[src/rtl/mux_arb_n_to_1.sv]
// mux_arb_n_to_1: M-input, N-bit selector with valid/ready handshakes on
// every input and a single registered output slot.
// mode=0 picks channel `sel`; mode=1 round-robins among valid channels.
// Optional feature macro: MUX_ARB_STATS_EN adds per-channel saturating
// 16-bit transfer counters on the xfer_cnt port.
module mux_arb_n_to_1 #(
    parameter int N = 32,
    parameter int M = 4
) (
    input  logic                 clk,
    input  logic                 rst,
    input  logic                 mode,
    input  logic [$clog2(M)-1:0] sel,
    input  logic [M*N-1:0]       in_data,
    input  logic [M-1:0]         in_valid,
    output logic [M-1:0]         in_ready,
    output logic [N-1:0]         out_data,
    output logic                 out_valid,
    input  logic                 out_ready,
    output logic [$clog2(M)-1:0] out_src
`ifdef MUX_ARB_STATS_EN
    ,
    output logic [M*16-1:0]      xfer_cnt
`endif
);

    localparam int SEL_W = $clog2(M);

    logic [N-1:0]     r_out_data;
    logic [SEL_W-1:0] r_out_src;
    logic             r_out_valid;
    logic [SEL_W-1:0] r_rr_ptr;

    logic             w_accept;
    logic [SEL_W-1:0] w_grant;
    logic             w_grant_valid;
    logic [N-1:0]     w_grant_data;
    logic             w_hi_found;
    logic [SEL_W-1:0] w_hi_idx;
    logic             w_lo_found;
    logic [SEL_W-1:0] w_lo_idx;

    // The single output slot can take a new beat when empty or draining this cycle.
    assign w_accept = ~r_out_valid | out_ready;

    // Grant selection; round-robin takes the first valid channel above rr_ptr, else wraps to the lowest valid one.
    always_comb begin
        w_grant       = '0;
        w_grant_valid = 1'b0;
        w_hi_found    = 1'b0;
        w_hi_idx      = '0;
        w_lo_found    = 1'b0;
        w_lo_idx      = '0;
        for (int k = 0; k < M; k++) begin
            if (in_valid[k]) begin
                if (!w_lo_found) begin
                    w_lo_found = 1'b1;
                    w_lo_idx   = SEL_W'(k);
                end
                if (!w_hi_found && (SEL_W'(k) > r_rr_ptr)) begin
                    w_hi_found = 1'b1;
                    w_hi_idx   = SEL_W'(k);
                end
            end
        end
        if (mode) begin
            if (w_hi_found) begin
                w_grant       = w_hi_idx;
                w_grant_valid = 1'b1;
            end else if (w_lo_found) begin
                w_grant       = w_lo_idx;
                w_grant_valid = 1'b1;
            end
        end else begin
            // An out-of-range sel matches no channel, so it never grants.
            for (int k = 0; k < M; k++) begin
                if ((sel == SEL_W'(k)) && in_valid[k]) begin
                    w_grant       = SEL_W'(k);
                    w_grant_valid = 1'b1;
                end
            end
        end
    end

    // Data mux for the granted channel.
    always_comb begin
        w_grant_data = '0;
        for (int k = 0; k < M; k++) begin
            if (w_grant == SEL_W'(k)) begin
                w_grant_data = in_data[k*N +: N];
            end
        end
    end

    // One-hot ready toward the granted producer; forced low during reset.
    always_comb begin
        in_ready = '0;
        for (int k = 0; k < M; k++) begin
            in_ready[k] = ~rst & w_accept & w_grant_valid & (w_grant == SEL_W'(k));
        end
    end

    // Output slot and round-robin pointer; the slot holds while stalled.
    always_ff @(posedge clk) begin
        if (rst) begin
            r_out_valid <= 1'b0;
            r_out_data  <= '0;
            r_out_src   <= '0;
            r_rr_ptr    <= SEL_W'(M - 1);
        end else if (w_accept) begin
            if (w_grant_valid) begin
                r_out_valid <= 1'b1;
                r_out_data  <= w_grant_data;
                r_out_src   <= w_grant;
                if (mode) begin
                    r_rr_ptr <= w_grant;
                end
            end else begin
                r_out_valid <= 1'b0;
            end
        end
    end

    assign out_data  = r_out_data;
    assign out_valid = r_out_valid;
    assign out_src   = r_out_src;

`ifdef MUX_ARB_STATS_EN
    logic [15:0] r_xfer_cnt [M];

    // Per-channel transfer counters that stick at all-ones.
    always_ff @(posedge clk) begin
        if (rst) begin
            for (int k = 0; k < M; k++) begin
                r_xfer_cnt[k] <= '0;
            end
        end else begin
            for (int k = 0; k < M; k++) begin
                if (in_ready[k] && (r_xfer_cnt[k] != 16'hFFFF)) begin
                    r_xfer_cnt[k] <= r_xfer_cnt[k] + 16'd1;
                end
            end
        end
    end

    // Flatten the counters onto the port.
    always_comb begin
        xfer_cnt = '0;
        for (int k = 0; k < M; k++) begin
            xfer_cnt[k*16 +: 16] = r_xfer_cnt[k];
        end
    end
`endif

endmodule

[config.mk]
export PLATFORM = sky130hd
export DESIGN_NAME = mux_arb_n_to_1
export DESIGN_NICKNAME = d
export VERILOG_FILES = /design/src/rtl/mux_arb_n_to_1.sv
export SDC_FILE = /design/constraint.sdc
export NUM_CORES = 1
export LEC_CHECK = 0
export CAP_MARGIN = 20
export CELL_PAD_IN_SITES_DETAIL_PLACEMENT = 1
export CELL_PAD_IN_SITES_GLOBAL_PLACEMENT = 1
export CORE_MARGIN = 5
export CORE_UTILIZATION = 36
export DETAILED_ROUTE_END_ITERATION = 10
export PLACE_DENSITY = 0.94
export SETUP_SLACK_MARGIN = 0.4
export SLEW_MARGIN = 20
export SYNTH_ARGS = -nofsm -noshare
export SYNTH_HDL_FRONTEND = slang
export SYNTH_SLANG_ARGS = --single-unit
[constraint.sdc]
create_clock -name clk -period 6.76 [get_ports clk]
set_clock_uncertainty 0.15 [all_clocks]
set_input_delay 1.352 -clock clk [delete_from_list [all_inputs] [get_ports clk]]
set_output_delay 1.352 -clock clk [all_outputs]
set_load 0.01 [all_outputs]
Yosys cells after proc, flatten, opt, wreduce, memory -nomap -nowiden
Cells that the tools add are included.
Widths: inputs -> output; s select.
{"block": "classes", "n_reduce_logical": 14, "bitwise": 9, "n_eq_ne": 6, "n_lt_le_gt_ge": 4, "muxes": 42}
{"op": "$mux 32", "count": 4}
{"op": "$mux 2", "count": 13}
{"op": "$mux 1", "count": 25}
{"op": "$eq 2x2->1 const B", "count": 4}
{"op": "$logic_and 1x1->1", "count": 7}
{"op": "$and 1x1->1", "count": 6}
{"op": "$eq 2x1->1 const B", "count": 2}
{"op": "$gt 1x2->1 const A", "count": 2}
{"op": "$gt 2x2->1 const A", "count": 2}
{"op": "$logic_not 2->1", "count": 2}
{"op": "$logic_not 1->1", "count": 3}
{"op": "$reduce_and 3->1", "count": 1}
{"op": "$not 1->1", "count": 2}
{"op": "$reduce_and 2->1", "count": 1}
{"op": "$or 1x1->1", "count": 1}
{"block": "word_totals", "register_bits": 37, "wordCells": 79}

Depth between registers and ports, before layout
{"block": "depth", "ltp_word": 22, "mapped_depth": 8, "depth_no_buf": 5}

Least setup slack after synthesis
Ideal clock, no wire load.
{"block": "synth_path", "kind": "input to output", "start": "in in_valid[2]", "end": "out in_ready[0]", "setup_slack_ns": 2.597, "t_required_ns": 5.258, "stages": 7, "t_arrival_ns": 2.661, "cell_sequence": "or2_4 a21bo_2 a31o_1 nand2b_1 buf_4 buf_6 nor2_1"}
{"block": "synth_between", "elab_chain_len": 9, "elab_cells_between_ends": 27, "classes_between": "mux: 21; bitwise: 2; reduce/logical: 4"}
{"element": "start, declared", "line_no": "15", "source": "input logic [M-1:0] in_valid,"}
{"element": "$mux 1", "line_no": "55", "source": "if (in_valid[k]) begin"}
{"element": "$logic_not 1->1", "line_no": "60", "source": "if (!w_hi_found && (SEL_W'(k) > r_rr_ptr)) begin"}
{"element": "$logic_and 1x1->1", "line_no": "60"}
{"element": "$mux 1 or $mux 2 (tied branches)", "line_no": "60"}
{"element": "$mux 1 or $mux 2 (tied branches)", "line_no": "55"}
{"element": "$mux 1 or $mux 2 (tied branches)", "line_no": "67", "source": "if (w_hi_found) begin"}
{"element": "$mux 1 or $mux 2 (tied branches)", "line_no": "66", "source": "if (mode) begin"}
{"element": "$and 1x1->1 or $logic_not 2->1 (tied branches)", "line_no": "99", "source": "in_ready[k] = ~rst & w_accept & w_grant_valid & (w_grant == SEL_W'(k));"}
{"element": "$and 1x1->1 (*)", "line_no": "99"}
{"element": "end, declared", "line_no": "16", "source": "output logic [M-1:0] in_ready,"}
Every way passes the cells marked *; elsewhere a longest branch is shown, timed or not.

Worst setup path in the final report
{"block": "layout_path", "start": "in in_valid[3]", "end": "out in_ready[3]"}
{"block": "layout_between", "elab_chain_len": 6, "elab_cells_between_ends": 16, "classes_between": "eq/ne: 1; mux: 12; bitwise: 2; reduce/logical: 1"}
{"element": "$mux 2 or $mux 1 (tied branches)", "line_no": "55"}
{"element": "$mux 2 or $mux 1 (tied branches)", "line_no": "70", "source": "end else if (w_lo_found) begin"}
{"element": "$mux 2 or $mux 1 (tied branches)", "line_no": "67"}
{"element": "$mux 2 or $mux 1 (tied branches)", "line_no": "66"}
{"element": "$eq 2x2->1 or $and 1x1->1 (tied branches)", "line_no": "99"}
{"element": "$and 1x1->1 (*)", "line_no": "99"}
Marked as above.

==> metrics.md <==
| Metric | Value |
|---|---|
| Vias per cell | `6.36` |
| Grt total ovfl | `0` |
| Worst slew margin | `0.305` |
| Setup WS post-layout | `1.24 ns` |
| RSZ-0062 raised after global routing | `no` |
| Most frequent cells in the layout | `clkdlybuf4s50_1 (174), nand2b_1 (69), nand2_1 (67)` |
| CP Max Fanout | `65` |
| Register area share after synthesis | `0.141` |
| Max Clk Rate | `181 MHz` |
| TritonCTS Buffers | `5` |
| Finished Layout Cells | `973` |
| Crit end category | `primary output` |
| Total GRT Usage | `0.228` |
| Netlist cell types | `40` |
| Critical path type | `in2out` |
| Drt first pass iters | `5` |
| FF+latch count, synth | `37` |
| Util after Layout | `0.486` |
| Placed wire-length estimate | `13200 µm` |
| Fin nets | `927` |
| Place WS | `1.24 ns` |
| Final Cycle Share | `0.817` |
| Routed Antenna Nets | `0` |
| Minimum clock period | `5.52 ns` |
| Overall Power | `0.00105 W` |
| Largest net degree at the start of global routing | `155` |
| Cell area after synthesis | `5260 µm²` |
| Clock transition at path regs | `0.06 ns` |
| Final Hold Violating Endpoints | `0` |
| Die ar. | `17100 µm²` |
| Buffers on Ports | `176` |
| Crit path required time | `5.26 ns` |
| Clk sinks | `37` |
| DIE WIDTH | `131 µm` |
| Worst Max-Slew Pin Slew | `1.04 ns` |
| Startpoint types | `primary input` |
| Synthesized area per cell | `7.60 µm²` |
| Starting Density | `0.365` |
| Critical path's largest stage delay | `0.63 ns` |
| Status | `completed` |
| Inserted Diodes | `0` |
| Total negative slack | `0 ns` |
| Fin. max-slew vios | `0` |
| Iteration-0 DRC Markers | `611` |
| Post-CTS Setup Bufs | `0` |
| First-pass GRT wire length | `31700 µm` |
| H-tree depth | `2` |
| Ports | `177` |
| Row count | `44` |
| Wire per inst | `20.9 µm` |
| Number of global-route vias before repair | `5955` |
| Cells after Synth | `692` |
| Initial antenna violation count | `0` |
| Root Buffer | `clkbuf_16` |
| Max_cap viols | `0` |
| WL final | `20400 µm` |
| CTS Hold Buffers Added | `0` |
| Worst EP arrival | `4.02 ns` |
| TritonCTS clock tree | `yes` |
| Max IR drop VDD | `197 µV` |
| # setup viols final | `0` |
| # resized after CTS | `0` |
| Post-Syn Nets | `830` |
| Clock latency at the later pin of the worst-skew pair | `0.30 ns` |
| PD cells | `149 nW/µm²` |
| Die height | `131 µm` |
| Layout cells sized above 1 | `0.131` |
| Critical path's slowest cell | `clkdlybuf4s50_1` |
| Dpl cells | `965` |
| GP Congestion | `0.815` |
| CTS Buffer Depth | `2` |
| Worst-path cell chain | `clkdlybuf4s50_1, mux2_2, buf_4, and2_2, nor2_1, a31o_1, nor2_1, clkdlybuf4s50_1` |
| Commonest non-fill, non-tap cell in the layout | `clkdlybuf4s50_1` |
| Area Overhead vs Synth | `33.2%` |
| Vias | `6188` |
| Core Box Area | `14400 µm²` |
| Hold crit path type | `reg2reg` |
| Leak pwr | `2.36 nW` |
| DRC | `0` |
| Yosys warns | `0` |
[cell families (layout without fill, tap and decap cells)]
kind of cell	count (synthesis)	in the layout	synth area share
flip-flops	37	37	0.141
AND/OR/NAND/NOR	379	379	0.432
multiplexers	4	4	0.0102
buffers and inverters	97	194	0.0971
AO/OA/AOI/OAI	175	175	0.320
[flip-flops by register name, summed over array words and instances, names as in the netlist]
name / cells
r_rr_ptr: 2
out_src: 2
out_valid: 1
out_data: 32
[Yosys cell counts]
master    number  area share
or3b_1         1      0.0017
buf_12         3       0.011
nor2_1         8      0.0057
and2_1         1      0.0012
a21bo_2        1      0.0019
a211o_1        1      0.0017
o221ai_2      30       0.086
mux2_2         1      0.0021
buf_4          6      0.0086
clkbuf_1      45       0.032
nor2b_1        1      0.0012
and3_1        65       0.077
a311o_1        1      0.0019
o211ai_1       1      0.0014
or2_4          1      0.0017
o21ai_1        1     0.00095
buf_1          8      0.0057
mux2i_1        2      0.0038
nand2_2       31       0.037
o221ai_1      66        0.11
nor3_1        65       0.062
a21oi_1        3      0.0029
buf_6          5       0.011
o21ai_0        1     0.00095
a211oi_1      54       0.077
nand2_1       67       0.048
o221ai_4       1      0.0050
and2b_1        2      0.0029
buf_2         30       0.029
nor3b_1        1      0.0014
or2_1          1      0.0012
nand2b_1      70       0.083
o22ai_1        2      0.0024
nor2_2         1      0.0012
mux4_2         1      0.0043
a211oi_2      10       0.024
a31oi_1        1      0.0012
a31o_1         2      0.0033
dfxtp_1       37        0.14
nand4b_1      64        0.11
[critical path: cells and delay by family]
family | cells | cell delay (ns)
muxes | 1 | 0.21
AOI/OAI and AO/OA | 1 | 0.23
buffers and inverters | 3 | 1.77
and+or+nand+nor | 3 | 0.46
[metrics by stage]
step | instance area [µm²] | hold WS (ns)
final | 7000 | 0.325
after global routing | 7000 | 0.354
after CTS | 6980 | 0.323
after detailed placement | 6830 | 0.303
after global placement | 6830 | 0.298
after floorplan | 5260 | 0.292
[cell type report]
type,count,area [µm²]
fillers,1753,7420
well taps,184,230
multi-input cells,558,4030
flip-flops and latches,37,741
clock buffers,7,143
repair buffers,187,1860
[routing by layer]
metal,vias up,global-route usage,part of all wire
li1,2906,-,-
met5,-,0,0
met4,0,0.0520,0.012
met1,3047,0.315,0.44
met3,14,0.0419,0.075
met2,221,0.371,0.48
[where the power goes]
group | internal, W | switching [W]
Clock | 0.000145 | 0.000104
Sequential | 0.000248 | 0.0000252
Combinational | 0.000245 | 0.000278
[worst paths after layout]
check	slack, ns	from	cells after the start	to
max	1.24	in_valid[3]	8	in_ready[3]
min reg2reg	0.33	out_data[1]$_SDFFE_PP0P_	2	out_data[1]$_SDFFE_PP0P_
max reg2reg	4.38	r_rr_ptr[0]$_SDFFE_PP1P_	6	out_data[11]$_SDFFE_PP0P_
min	0.33	out_data[1]$_SDFFE_PP0P_	2	out_data[1]$_SDFFE_PP0P_
(Power assumes the default switching activity.)
